`src/rtl/i2c_ccd_write_arbiter_pkg.sv`:
```
// Shared types and constants for the sensor I2C write arbiter.
package i2c_ccd_write_arbiter_pkg;

  typedef enum logic [1:0] {
    ST_IDLE  = 2'd0,
    ST_ISSUE = 2'd1,
    ST_WAIT  = 2'd2,
    ST_GAP   = 2'd3
  } state_t;

  localparam logic [7:0] SENSOR_WR_ADDR = 8'hBA;
  localparam int         I2C_WORD_W     = 24;
  localparam int         REG_WORD_W     = 16;

endpackage

```
`src/rtl/i2c_tick_gen.sv`:
```
// Control-clock divider; tick marks the iCLK cycle in which ctrl_clk is about to rise.
// Free-running, no backpressure; ctrl_clk toggles every DIV+1 iCLK cycles.
module i2c_tick_gen #(
  parameter int DIV = 2500
) (
  input  logic iCLK,
  input  logic iRST_N,
  output logic ctrl_clk,
  output logic tick
);

  localparam int CW = $clog2(DIV + 1);

  logic [CW-1:0] cnt;
  logic          wrap;

  assign wrap = (cnt == CW'(DIV));
  assign tick = wrap && !ctrl_clk;

  always_ff @(posedge iCLK or negedge iRST_N) begin
    if (!iRST_N) begin
      cnt      <= '0;
      ctrl_clk <= 1'b0;
    end else if (wrap) begin
      cnt      <= '0;
      ctrl_clk <= ~ctrl_clk;
    end else begin
      cnt <= cnt + 1'b1;
    end
  end

endmodule

```
`src/rtl/i2c_ccd_write_arbiter.sv`:
```
// Round-robin arbiter sharing one I2C_Controller among register-write requesters, with NACK retry and END timeout.
// Idle request reaches GO within 2 control ticks; requesters hold iREQ until their DONE/ERR pulse.
module i2c_ccd_write_arbiter
  import i2c_ccd_write_arbiter_pkg::*;
#(
  parameter int         CLK_FREQ      = 50000000,
  parameter int         I2C_FREQ      = 20000,
  parameter int         NUM_REQ       = 4,
  parameter logic [7:0] SLAVE_ADDR    = SENSOR_WR_ADDR,
  parameter int         MAX_RETRY     = 3,
  parameter int         TIMEOUT_TICKS = 64
) (
  input  logic                          iCLK,
  input  logic                          iRST_N,
  input  logic [NUM_REQ-1:0]            iREQ,
  input  logic [REG_WORD_W*NUM_REQ-1:0] iREQ_DATA,
  output logic [NUM_REQ-1:0]            oGNT,
  output logic [NUM_REQ-1:0]            oDONE,
  output logic [NUM_REQ-1:0]            oERR,
  output logic                          oBUSY,
  output logic                          oI2C_CTRL_CLK,
  output logic [I2C_WORD_W-1:0]         oI2C_DATA,
  output logic                          oI2C_GO,
  input  logic                          iI2C_END,
  input  logic                          iI2C_ACK
);

  localparam int IDX_W = $clog2(NUM_REQ);
  localparam int RTY_W = $clog2(MAX_RETRY + 1);
  localparam int TO_W  = $clog2(TIMEOUT_TICKS + 1);

  state_t                  state;
  logic                    tick;
  logic [IDX_W-1:0]        rr_ptr;
  logic [IDX_W-1:0]        gnt_idx;
  logic [RTY_W-1:0]        retry;
  logic [TO_W-1:0]         to_cnt;
  logic [REG_WORD_W-1:0]   word;
  logic                    finish;
  logic                    found;
  logic [IDX_W-1:0]        pick;
  logic [IDX_W-1:0]        cand;

  i2c_tick_gen #(
    .DIV(CLK_FREQ / I2C_FREQ)
  ) u_tick (
    .iCLK    (iCLK),
    .iRST_N  (iRST_N),
    .ctrl_clk(oI2C_CTRL_CLK),
    .tick    (tick)
  );

  // First requester at or above rr_ptr, wrapping around.
  always_comb begin
    found = 1'b0;
    pick  = '0;
    cand  = '0;
    for (int k = 0; k < NUM_REQ; k++) begin
      cand = IDX_W'((int'(rr_ptr) + k) % NUM_REQ);
      if (!found && iREQ[cand]) begin
        found = 1'b1;
        pick  = cand;
      end
    end
  end

  assign oBUSY = (state != ST_IDLE);

  always_ff @(posedge iCLK or negedge iRST_N) begin
    if (!iRST_N) begin
      state     <= ST_IDLE;
      rr_ptr    <= '0;
      gnt_idx   <= '0;
      retry     <= '0;
      to_cnt    <= '0;
      word      <= '0;
      finish    <= 1'b0;
      oGNT      <= '0;
      oDONE     <= '0;
      oERR      <= '0;
      oI2C_DATA <= '0;
      oI2C_GO   <= 1'b0;
    end else begin
      oDONE <= '0;
      oERR  <= '0;
      if (tick) begin
        case (state)
          ST_IDLE: begin
            if (found) begin
              gnt_idx    <= pick;
              word       <= iREQ_DATA[REG_WORD_W*pick +: REG_WORD_W];
              oGNT       <= '0;
              oGNT[pick] <= 1'b1;
              retry      <= '0;
              state      <= ST_ISSUE;
            end
          end
          ST_ISSUE: begin
            oI2C_DATA <= {SLAVE_ADDR, word};
            oI2C_GO   <= 1'b1;
            to_cnt    <= '0;
            state     <= ST_WAIT;
          end
          ST_WAIT: begin
            if (iI2C_END && !iI2C_ACK) begin
              oI2C_GO        <= 1'b0;
              oDONE[gnt_idx] <= 1'b1;
              finish         <= 1'b1;
              state          <= ST_GAP;
            end else if (iI2C_END || to_cnt == TO_W'(TIMEOUT_TICKS)) begin
              // A missing END is handled exactly like a NACK.
              oI2C_GO <= 1'b0;
              if (retry < RTY_W'(MAX_RETRY)) begin
                retry  <= retry + 1'b1;
                finish <= 1'b0;
              end else begin
                oERR[gnt_idx] <= 1'b1;
                finish        <= 1'b1;
              end
              state <= ST_GAP;
            end else begin
              to_cnt <= to_cnt + 1'b1;
            end
          end
          ST_GAP: begin
            if (!finish) begin
              state <= ST_ISSUE;
            end else begin
              oGNT   <= '0;
              rr_ptr <= (gnt_idx == IDX_W'(NUM_REQ - 1)) ? '0 : gnt_idx + 1'b1;
              state  <= ST_IDLE;
            end
          end
          default: state <= ST_IDLE;
        endcase
      end
    end
  end

endmodule

```
`config.mk`:
```
export PLATFORM = sky130hd
export DESIGN_NAME = i2c_ccd_write_arbiter
export DESIGN_NICKNAME = d
export VERILOG_FILES = /design/src/rtl/i2c_ccd_write_arbiter_pkg.sv /design/src/rtl/i2c_tick_gen.sv /design/src/rtl/i2c_ccd_write_arbiter.sv
export SDC_FILE = /design/constraint.sdc
export NUM_CORES = 1
export LEC_CHECK = 0
export CAP_MARGIN = 20
export CORE_MARGIN = 2
export CORE_UTILIZATION = 29
export DETAILED_ROUTE_END_ITERATION = 16
export SYNTH_ARGS = -nofsm -noshare
export SYNTH_HDL_FRONTEND = slang
export SYNTH_HIERARCHICAL = 1
export SYNTH_SLANG_ARGS = --single-unit
```
`constraint.sdc`:
```
create_clock -name iCLK -period 7.63 [get_ports iCLK]
set_input_delay 1.1445 -clock iCLK [delete_from_list [all_inputs] [get_ports iCLK]]
set_output_delay 1.1445 -clock iCLK [all_outputs]
set_load 0.05 [all_outputs]
```
After elaboration in Yosys (flattened, before gate mapping):

Index checks and enable logic that the tools add are counted.

* word-level logic and storage cells: 125
* output and inout bits: 39
* input bits: 72
* flip-flop bits (word level): 75

* eq/ne operators: 13
* reduce and logical (&&, ||, !) cells: 28
* $lt $le $gt $ge: 9
* bitwise operators: 1
* muxes and demuxes: 52
* add/sub/neg operators: 7
* shift operators: 1

Operators with widths (count)
* $shiftx 64x7->16: 1
* $mux 4: 10
* $mux 2: 12
* $lt 2x3->1 const B: 6
* $mux 1: 16
* $reduce_and 3->1: 5
* $mux 7: 2
* $pmux 7 s2: 1
* $add 12x1->12 const B: 1
* $eq 12x12->1 const B: 1
* $mux 12: 1
* $ne 2x2->1 const B: 6
* $reduce_bool 2->1: 5
* $bmux 1 s2: 4
* $pmux 2 s4: 1
* $pmux 4 s2: 1
* $reduce_and 4->1: 2
* $add 7x1->7 const B: 1
* $eq 7x7->1 const B: 1
* $logic_and 1x1->1: 7
* $add 2x1->2 const B: 3
* $eq 2x2->1 const B: 3
* $reduce_and 6->1: 1
* $logic_not 1->1: 5
* other kinds (12): 15

Longest topological paths before layout:

Gate-level depths: netlist of run 1.

* depth in word-level cells: 18
* mapped depth: 12
* mapped depth without buffers: 10

Cells and area by module:

Netlist of run 1, hierarchy kept.

Modules (own cells, without submodules)
* i2c_ccd_write_arbiter: area an instance 3263.1 um^2, instances 1, seq. area each 1551.5 um^2, cells each 294
* i2c_tick_gen: area an instance 643.1 um^2, instances 1, seq. area each 325.3 um^2, cells each 60

Least setup slack after synthesis of run 1:

No wires, ideal clock.

* path kind: register to register
* from: register u_tick.cnt[0]
* to: register oGNT[2]
* cell stages (with the launch flop): 13
* arrival: 2401 ps
* setup time: 65 ps
* path slack: 5164 ps
* path buffers: 3
* required time: 7565 ps
* clock period less this slack: 2466 ps
* cells stage by stage: dfrtp_1 -> inv_1 -> ha_1 -> and4b_2 -> and4_1 -> buf_2 -> nor2b_1 -> buf_2 -> o21ai_1 -> or2_2 -> buf_4 -> nor4b_1 -> a21o_1

* cells in the longest elaborated chain, start to end: 3

Ends and longest elaborated chain
* from (decl): line i2c_tick_gen.sv:14 `logic [CW-1:0] cnt;`
* from (signal assigned): line i2c_tick_gen.sv:28 `cnt <= cnt + 1'b1;`
* $eq 12x12->1: line i2c_tick_gen.sv:17 `assign wrap = (cnt == CW'(DIV));`
* $logic_and 1x1->1: line i2c_tick_gen.sv:18 `assign tick = wrap && !ctrl_clk;`
* named net tick: line i2c_ccd_write_arbiter.sv:33 `logic tick;`
* $reduce_and 4->1 (no source line)
* to (signal assigned): line i2c_ccd_write_arbiter.sv:78 `oGNT <= '0;`
* to (signal assigned): line i2c_ccd_write_arbiter.sv:92 `oGNT <= '0;`
* to (signal, indexed assignment): line i2c_ccd_write_arbiter.sv:93 `oGNT[pick] <= 1'b1;`
* to (decl): line i2c_ccd_write_arbiter.sv:17 `output logic [NUM_REQ-1:0] oGNT,`

The timed path passes the listed nets, and every way through them passes these cells.
A chain may end at the register's enable or synchronous reset.

Worst setup path after layout of run 1:

* from: register u_tick.cnt[0]
* to: register word[0]

* cells in the longest elaborated chain, start to end: 3

Ends and longest elaborated chain
* $eq 12x12->1: line i2c_tick_gen.sv:17
* $logic_and 1x1->1: line i2c_tick_gen.sv:18
* named net tick: line i2c_ccd_write_arbiter.sv:33
* $reduce_and 3->1 (no source line)
* to (signal assigned): line i2c_ccd_write_arbiter.sv:91 `word <= iREQ_DATA[REG_WORD_W*pick +: REG_WORD_W];`
* to (decl): line i2c_ccd_write_arbiter.sv:38 `logic [REG_WORD_W-1:0] word;`

The timed path passes the listed nets, and every way through them passes these cells.

==> results.sh, run 1 <==
export IMPL_status="finished, final reports clean"
export IMPL_boundaryPins=111
export IMPL_cts_sinks=75
export IMPL_path_clk_slew_ns=0.07
export IMPL_nets=534
export IMPL_ir_worst_vdd_mv=0.0990
export IMPL_cts_buffers=9
export IMPL_synth_edf_count=0
export IMPL_grtUsageTotal=0.129
export IMPL_fp_coreArea_um2=13200
export IMPL_grt_pass1_vias=3035
export IMPL_synth_fa_ha_area_frac=0.0416
export IMPL_required_ns=7.87
export IMPL_avgViaCountPerCell=4.70
export IMPL_tns_ns=0
export IMPL_finalCriticalPeriod_ns=3.79
export IMPL_worst_setup_path_type="flip-flop to flip-flop"
export IMPL_synth_mux_area_frac=0.145
export IMPL_min_delay_start="word[10]"
export IMPL_cts_tree="yes"
export IMPL_worstSetupStartpoint="u_tick/cnt[0]"
export IMPL_area_growth_pct=36.6
export IMPL_ys_top_cells_by_area="dfrtp_1 48%, mux2i_1 8.7%, mux2_2 5.8%"
export IMPL_finalHoldViolCount=0
export IMPL_synth_async_reset_ratio=1.00
export IMPL_antennaDiodeCount=0
export IMPL_tightestPinTransition_ns=0.953
export IMPL_drive_above_1_share=0.104
export IMPL_end_kind="flip-flop"
export IMPL_final_setup_viol_count=0
export IMPL_min_path_type="flip-flop to flip-flop"
export IMPL_gp_congestion=0.803
export IMPL_cp_data_arrival_time_ns=4.02
export IMPL_avgSynthCellArea_um2=11.0
export IMPL_ys_top_cells_by_count="75 x dfrtp_1, 35 x nand2_1, 34 x mux2i_1"
export IMPL_wl_um=9170
export IMPL_io_buffer_count=107
export IMPL_power_leakage_nw=2.45
export IMPL_die_w_um=120
export IMPL_grt_remaining_overflow=0
export IMPL_synth_top_family_by_area="simple AND/OR/NAND/NOR gates"
export IMPL_critPathLaunchType="flip-flop"
export IMPL_yosysTopAreaCellShare=0.480
export IMPL_yosysWarningCount=6
export IMPL_ant_nets=0
export IMPL_die_area_um2=14400
export IMPL_first_pass_iters=4
export IMPL_cts_root_buf="clkbuf_16"
export IMPL_grt_max_degree=76
export IMPL_antenna_found_initial=0
export IMPL_synth_xor_area_frac=0.0179
export IMPL_syn_area_um2=3910
export IMPL_cap_violations=0
export IMPL_max_freq_mhz=264
export IMPL_skew_ns=0.00962
export IMPL_postCtsSetupBuffers=0
export IMPL_rr_startpoint="u_tick/cnt[0]"
export IMPL_synth_top_area_cell="dfrtp_1"
export IMPL_synth_flop_cell="dfrtp_1"
export IMPL_clock_latency_ns=0.33
export IMPL_synth_seq_cells=75
export IMPL_grt_setup_unrepaired="no"
export IMPL_cts_hold_buffers=0
export IMPL_synth_cell_type_count=49
export IMPL_synth_compound_area_share=0.109
export IMPL_synthSimpleGateAreaFrac=0.149
export IMPL_num_vias=2964
export IMPL_yosysSeqAreaShare=0.480
export IMPL_fin_crit_sh=0.496
export IMPL_cts_buffer_depth=2
export IMPL_p_per_area_nw_per_um2=169
export IMPL_htree_num_levels=3
export IMPL_drv_slew=0
export IMPL_synthMostInstantiatedCell="dfrtp_1"
export IMPL_route_detailed_drc=0
export IMPL_dpl_hpwl_um=6890
export IMPL_wire_per_inst_um=14.6
export IMPL_grt_first_pass_wirelength_um=14800
export IMPL_num_rows=42
export IMPL_die_h_um=120
export IMPL_whs_ns=0.491
export IMPL_max_slew_margin=0.365
export IMPL_cp_max_fo=21
export IMPL_cts_resized=0
export IMPL_syn_inst=354
export IMPL_first_iter_violations=113
export IMPL_start_util=0.296
==> worst max-delay path: stages, from the launching register on <==
cell and delay [ns]:
dfrtp_1 0.42, inv_1 0.07, ha_1 0.13, and4b_2 0.21, and4_1 0.43, nor2b_1 0.67
nand3_1 0.76, nand2b_1 0.66, o221ai_1 0.34
==> per-stage QoR <==
| step | utilization | instance area, um2 | std cells | setup slack (ns) | power (mW) |
|---|---|---|---|---|---|
| 2_1_floorplan | - | 3910 | 356 | 5.16 | 0.432 |
| 3_3_place_gp | 0.381 | 5030 | 614 | 3.94 | 0.480 |
| 3_5_place_dp | 0.381 | 5030 | 614 | 3.84 | 0.480 |
| 4_1_cts | 0.405 | 5340 | 630 | 3.82 | 0.915 |
| 5_1_grt | 0.405 | 5340 | 630 | 3.38 | 0.935 |
| 6_report | 0.405 | 5340 | 630 | 3.84 | 0.903 |
==> area by class of cell <==
class	instances	area [um2]
Timing Repair Buffer	107	1070
Multi-Input combinational cell	243	1820
Inverter	13	48.8
Fill cell	1309	7850
Sequential cell	75	1880
Clock buffer	9	225
Tap cell	176	220
Clock inverter	7	80.1
==> sequential cells by signal, indices dropped and copies added (netlist names), 2 cells and up <==
| name | count |
|---|---|
| oGNT | 4 |
| oERR | 4 |
| oDONE | 4 |
| rr_ptr | 2 |
| to_cnt | 7 |
| state | 2 |
| word | 16 |
| gnt_idx | 2 |
| retry | 2 |
| oI2C_DATA | 17 |
| u_tick/cnt | 12 |
==> cells by family (layout without fill, tap and decap cells) <==
kind of cell	count (synthesis)	after routing
AO/OA/AOI/OAI	60	60
XOR/XNOR	8	8
adder cells (fa/ha/maj)	13	13
buffers and inverters	38	136
flip-flops	75	75
multiplexers	54	54
other	1	3
AND/OR/NAND/NOR	105	105
==> layout by cell type, fill, tap and decap left out, drive strengths merged, types with 9 or more instances in the layout <==
| cell | count |
|---|---|
| clkdlybuf4s50 | 106 |
| inv | 17 |
| nand3 | 10 |
| mux2 | 20 |
| nor2 | 10 |
| o221ai | 16 |
| nand2 | 35 |
| mux2i | 34 |
| o21ai | 15 |
| dfrtp | 75 |
| ha | 13 |
| a21oi | 11 |
| clkbuf | 9 |
==> report_power, final <==
part / switching, mW / leakage (nW) / total [mW] / internal (mW)
sequential: 0.0000000000482 / 1.01 / 0.398 / 0.398
combinational: 0.0305 / 1.29 / 0.0737 / 0.0432
clock: 0.174 / 0.143 / 0.431 / 0.258
total: 0.204 / 2.45 / 0.903 / 0.699
==> final timing paths <==
path / end / slack (ns) / cells after the start
setup / recovery: word[0] / 3.84 / 8
hold / removal: word[10] / 0.49 / 2
setup reg to reg: word[0] / 3.84 / 8
hold reg to reg: word[10] / 0.49 / 2
max in group asynchronous: gnt_idx[1] / 6.07 / 1
min in group asynchronous: u_tick/cnt[2] / 0.94 / 1
==> per-layer routing <==
layer	up-vias	track usage	routed length [um]
li1	1439	-	-
met2	73	0.226	4690
met3	12	0.0385	487
met1	1440	0.153	3880
met5	-	0	0
met4	0	0.0353	112
Power figures use the tool's default switching activity.
==> inputs of run 2 (changes only) <==
==> constraint.sdc (replaced) <==
create_clock -name iCLK -period 3.72 [get_ports iCLK]
set_input_delay 0.558 -clock iCLK [delete_from_list [all_inputs] [get_ports iCLK]]
set_output_delay 0.558 -clock iCLK [all_outputs]
set_load 0.05 [all_outputs]
==> run 2 against run 1 <==
Die area unchanged; largest power group unchanged; sequential share of layout area decreased by 0.058 points; setup slack got worse by 2.9 ns.
==> results.sh, run 2 (same netlist as run 1, synthesis figures left out) <==
export IMPL_status="finished, final reports clean"
export IMPL_clock_latency_ns=0.33
export IMPL_critPathLaunchType="flip-flop"
export IMPL_cts_buffer_depth=2
export IMPL_postCtsSetupBuffers=0
export IMPL_grt_pass1_vias=3023
export IMPL_start_util=0.296
export IMPL_max_slew_margin=0.356
export IMPL_die_w_um=120
export IMPL_grt_remaining_overflow=0
export IMPL_layout_common_cells="106 x clkdlybuf4s50_1, 75 x dfrtp_1, 35 x nand2_1"
export IMPL_end_kind="flip-flop"
export IMPL_wire_per_inst_um=14.4
export IMPL_drive_above_1_share=0.107
export IMPL_path_clk_slew_ns=0.06
export IMPL_grtUsageTotal=0.129
export IMPL_dpl_hpwl_um=6620
export IMPL_finalHoldViolCount=0
export IMPL_wl_um=9130
export IMPL_top_register="oI2C_DATA"
export IMPL_die_h_um=120
export IMPL_avgViaCountPerCell=4.72
export IMPL_num_vias=2986
export IMPL_boundaryPins=111
export IMPL_finalCriticalPeriod_ns=2.74
export IMPL_fp_coreArea_um2=13200
export IMPL_num_rows=42
export IMPL_max_freq_mhz=365
export IMPL_p_per_area_nw_per_um2=341
export IMPL_required_ns=3.95
export IMPL_die_area_um2=14400
export IMPL_fin_crit_sh=0.736
export IMPL_grt_first_pass_wirelength_um=14700
export IMPL_worst_setup_path_type="flip-flop to flip-flop"
export IMPL_antennaDiodeCount=0
export IMPL_tightestPinTransition_ns=0.966
export IMPL_cts_root_buf="clkbuf_16"
export IMPL_cp_data_arrival_time_ns=2.97
export IMPL_min_path_type="primary input to asynchronous set/reset pin"
export IMPL_rr_startpoint="u_tick/cnt[0]"
export IMPL_route_detailed_drc=0
export IMPL_cts_resized=0
export IMPL_reg_top3="oI2C_DATA x17, word x16, u_tick/cnt x12"
export IMPL_cts_tree="yes"
export IMPL_first_pass_iters=4
export IMPL_whs_ns=0.372
export IMPL_final_setup_viol_count=0
export IMPL_power_leakage_nw=2.46
export IMPL_ir_worst_vdd_mv=0.237
export IMPL_grt_setup_unrepaired="no"
export IMPL_gp_congestion=0.728
export IMPL_skew_ns=0.00828
export IMPL_largest_reg_flops=17
export IMPL_cts_sinks=75
export IMPL_area_growth_pct=36.8
export IMPL_first_iter_violations=121
export IMPL_worstSetupStartpoint="u_tick/cnt[0]"
export IMPL_cts_buffers=9
export IMPL_ant_nets=0
export IMPL_layout_commonest_cell="clkdlybuf4s50_1"
export IMPL_antenna_found_initial=0
export IMPL_io_buffer_count=107
export IMPL_grt_max_degree=76
export IMPL_cts_hold_buffers=0
export IMPL_tns_ns=0
export IMPL_cap_violations=0
export IMPL_cp_max_fo=16
export IMPL_htree_num_levels=3
export IMPL_nets=536
export IMPL_drv_slew=0
==> run 2: final timing paths <==
check / cells after the start / slack (ns) / endpoint
worst max-delay path: 9 / 0.98 / word[12]
worst min-delay path: 1 / 0.37 / u_tick/cnt[0]
worst max register to register: 9 / 0.98 / word[12]
worst min register to register: 2 / 0.48 / word[3]
max in group asynchronous: 1 / 2.74 / oERR[1]
min in group iCLK: 2 / 0.48 / word[3]
==> run 2: area by class of cell <==
cell class	instances	area (um2)
Inverter	13	48.8
Tap cell	176	220
Sequential cell	75	1880
Clock inverter	7	73.8
Timing Repair Buffer	109	1080
Fill cell	1289	7850
Clock buffer	9	225
Multi-Input combinational cell	243	1820
==> run 2: power by group <==
| part | internal, mW | switching (mW) |
|---|---|---|
| combinational | 0.0887 | 0.0603 |
| clock | 0.522 | 0.337 |
| sequential | 0.816 | 0.0000000000992 |
| total | 1.43 | 0.398 |
==> run 2: layer usage <==
| layer | track usage | routed length, um | vias up |
|---|---|---|---|
| met5 | 0 | 0 | - |
| met4 | 0.0360 | 112 | 0 |
| met3 | 0.0433 | 512 | 7 |
| met2 | 0.221 | 4680 | 83 |
| met1 | 0.156 | 3820 | 1450 |
| li1 | - | - | 1446 |
==> run 2: critical path: stages, from the launching register on <==
cell,delay (ns)
dfrtp_1,0.42
inv_1,0.07
ha_1,0.13
and4b_2,0.21
and4_1,0.44
nor2b_1,0.18
buf_4,0.18
nand3_1,0.12
nand2b_1,0.54
o221ai_1,0.36
==> run 2: through the flow <==
stage / setup slack, ns / std cells / total power [mW] / area, um2 / util
final: 0.983 / 632 / 1.82 / 5350 / 0.405
after global routing: 0.784 / 632 / 1.91 / 5350 / 0.405
after CTS: 0.968 / 632 / 1.86 / 5350 / 0.405
after detailed placement: 0.917 / 616 / 0.982 / 5050 / 0.383
after global placement: 0.940 / 616 / 0.980 / 5050 / 0.383
after floorplan: 1.25 / 356 / 0.887 / 3910 / -
==> inputs of run 3 (changes only) <==
==> constraint.sdc (replaced) <==
create_clock -name iCLK -period 2.8 [get_ports iCLK]
set_input_delay 0.42 -clock iCLK [delete_from_list [all_inputs] [get_ports iCLK]]
set_output_delay 0.42 -clock iCLK [all_outputs]
set_load 0.05 [all_outputs]
==> run 3 against run 2 <==
First-iteration DRC count up 20%; combinational power rose by 37%; hold slack lost 0.15 ns; count of clock-buffer cells in the layout increased by 1; clock power increased by 49%; flip-flop and latch count unchanged; clock skew is essentially flat; via count increased by 2.1%; global-route usage increased by 0.33 points; largest power group unchanged.
==> results.sh, run 3 (same netlist as run 1, synthesis figures left out) <==
export IMPL_cts_buffer_depth=2
export IMPL_antenna_found_initial=0
export IMPL_avgViaCountPerCell=4.77
export IMPL_boundaryPins=111
export IMPL_final_cells=639
export IMPL_finalPower_mw=2.56
export IMPL_multi_input_area_um2=1820
export IMPL_skew_ns=0.00814
export IMPL_die_h_um=120
export IMPL_ir_worst_vdd_mv=0.322
export IMPL_area_growth_pct=39.1
export IMPL_slowest_delay_ns=0.82
export IMPL_r2r_setup_slack_ns=0.43
export IMPL_antennaDiodeCount=0
export IMPL_path_clk_slew_ns=0.06
export IMPL_fp_coreArea_um2=13200
export IMPL_finalCriticalPeriod_ns=2.47
export IMPL_cts_buffers=9
export IMPL_fill_cells=1267
export IMPL_place_area_um2=5100
export IMPL_required_ns=2.38
export IMPL_postCtsSetupBuffers=0
export IMPL_num_rows=42
export IMPL_nets=543
export IMPL_status="finished, final reports clean"
export IMPL_grt_first_pass_wirelength_um=15200
export IMPL_cts_sinks=75
export IMPL_critical_path_slowest_cell="clkdlybuf4s50_1"
export IMPL_critPathLaunchType="flip-flop"
export IMPL_reg_top3="oI2C_DATA x17, word x16, u_tick/cnt x12"
export IMPL_p_per_area_nw_per_um2=472
export IMPL_layout_common_cells="106 x clkdlybuf4s50_1, 75 x dfrtp_1, 35 x nand2_1"
export IMPL_grt_setup_unrepaired="no"
export IMPL_cts_tree="yes"
export IMPL_cpLargestDelayFamily="buffers and inverters"
export IMPL_seqCellArea_um2=1880
export IMPL_dp_cells=623
export IMPL_pre_cts_ws_ns=0.467
export IMPL_grt_pass1_vias=3104
export IMPL_crit_buf_inv=3
export IMPL_cp_data_arrival_time_ns=2.05
export IMPL_cts_resized=0
export IMPL_grtUsageTotal=0.133
export IMPL_end_kind="output port"
export IMPL_route_detailed_drc=0
export IMPL_worst_setup_path_type="flip-flop to output port"
export IMPL_max_slew_margin=0.375
export IMPL_finalHoldViolCount=0
export IMPL_num_vias=3048
export IMPL_cap_violations=0
export IMPL_layout_commonest_cell="clkdlybuf4s50_1"
export IMPL_final_setup_viol_count=0
export IMPL_rr_startpoint="u_tick/cnt[0]"
export IMPL_gp_congestion=0.772
export IMPL_worstSetupStartpoint="state[0]"
export IMPL_fin_crit_sh=0.882
export IMPL_wire_per_inst_um=14.6
export IMPL_start_util=0.296
export IMPL_cts_root_buf="clkbuf_16"
export IMPL_clock_latency_ns=0.33
export IMPL_reg2regPathDepth=10
export IMPL_first_iter_violations=145
export IMPL_grt_remaining_overflow=0
export IMPL_wl_um=9320
export IMPL_min_path_type="primary input to asynchronous set/reset pin"
export IMPL_power_leakage_nw=2.51
export IMPL_io_buffer_count=107
export IMPL_grt_max_degree=76
export IMPL_tightestPinTransition_ns=0.938
export IMPL_die_w_um=120
export IMPL_ant_nets=0
export IMPL_die_area_um2=14400
export IMPL_first_pass_iters=4
export IMPL_path_depth=4
export IMPL_dpl_hpwl_um=6970
export IMPL_crit_end="oBUSY"
export IMPL_tns_ns=0
export IMPL_worst_slack_ns=0.330
export IMPL_cp_common_cell="inv_1"
export IMPL_drv_slew=0
export IMPL_drive_above_1_share=0.121
export IMPL_largest_reg_flops=17
export IMPL_cts_hold_buffers=0
export IMPL_final_area_um2=5430
export IMPL_cp_max_fo=6
export IMPL_crit_chain="inv_1, ha_1, inv_1, clkdlybuf4s50_1"
export IMPL_htree_num_levels=3
export IMPL_max_freq_mhz=405
export IMPL_rr_endpoint="oGNT[2]"
export IMPL_top_register="oI2C_DATA"
run 3: how the worst min path moves through the flow:
stage                         end  cells past startpoint
floorplan                  finish                      0
global placement         word[11]                      2
detailed placement       word[11]                      2
CTS                 u_tick/cnt[8]                      1
global route        u_tick/cnt[8]                      1
finish              u_tick/cnt[8]                      1
run 3: report_power, final:
part | internal [mW] | switching (mW) | total [mW]
logic | 0.119 | 0.0848 | 0.204
registers | 1.08 | 0.000000000131 | 1.08
clock network | 0.815 | 0.460 | 1.28
run 3: routing by layer:
metal | wire length [um] | track usage | vias up
met2 | 4730 | 0.229 | 66
met1 | 4000 | 0.161 | 1506
met4 | 149 | 0.0449 | 0
met3 | 441 | 0.0337 | 14
met5 | 0 | 0 | -
li1 | - | - | 1462
run 3: stage by stage:
step / hold slack (ns) / util
5_1_grt: 0.323 / 0.412
3_5_place_dp: 0.470 / 0.387
3_3_place_gp: 0.466 / 0.387
2_1_floorplan: 0.124 / -
4_1_cts: 0.278 / 0.412
6_report: 0.224 / 0.412
run 3: final cells by class:
type,instances,share of cell area
flip-flops and latches,75,0.345
repair buffers,116,0.209
clock buffers,10,0.0440
multi-input cells,243,0.334
inverters,13,0.00898
well taps,176,0.0405
clock inverters,6,0.0177
run 3: worst reg2reg max path, cell delays in order (launching register included):
cell	delay, ns
dfrtp_1	0.42
inv_1	0.08
ha_1	0.13
and4b_2	0.21
and4_1	0.20
nor2b_1	0.20
buf_4	0.20
o21ai_1	0.12
or2_2	0.38
nor4b_1	0.27
a21o_1	0.11
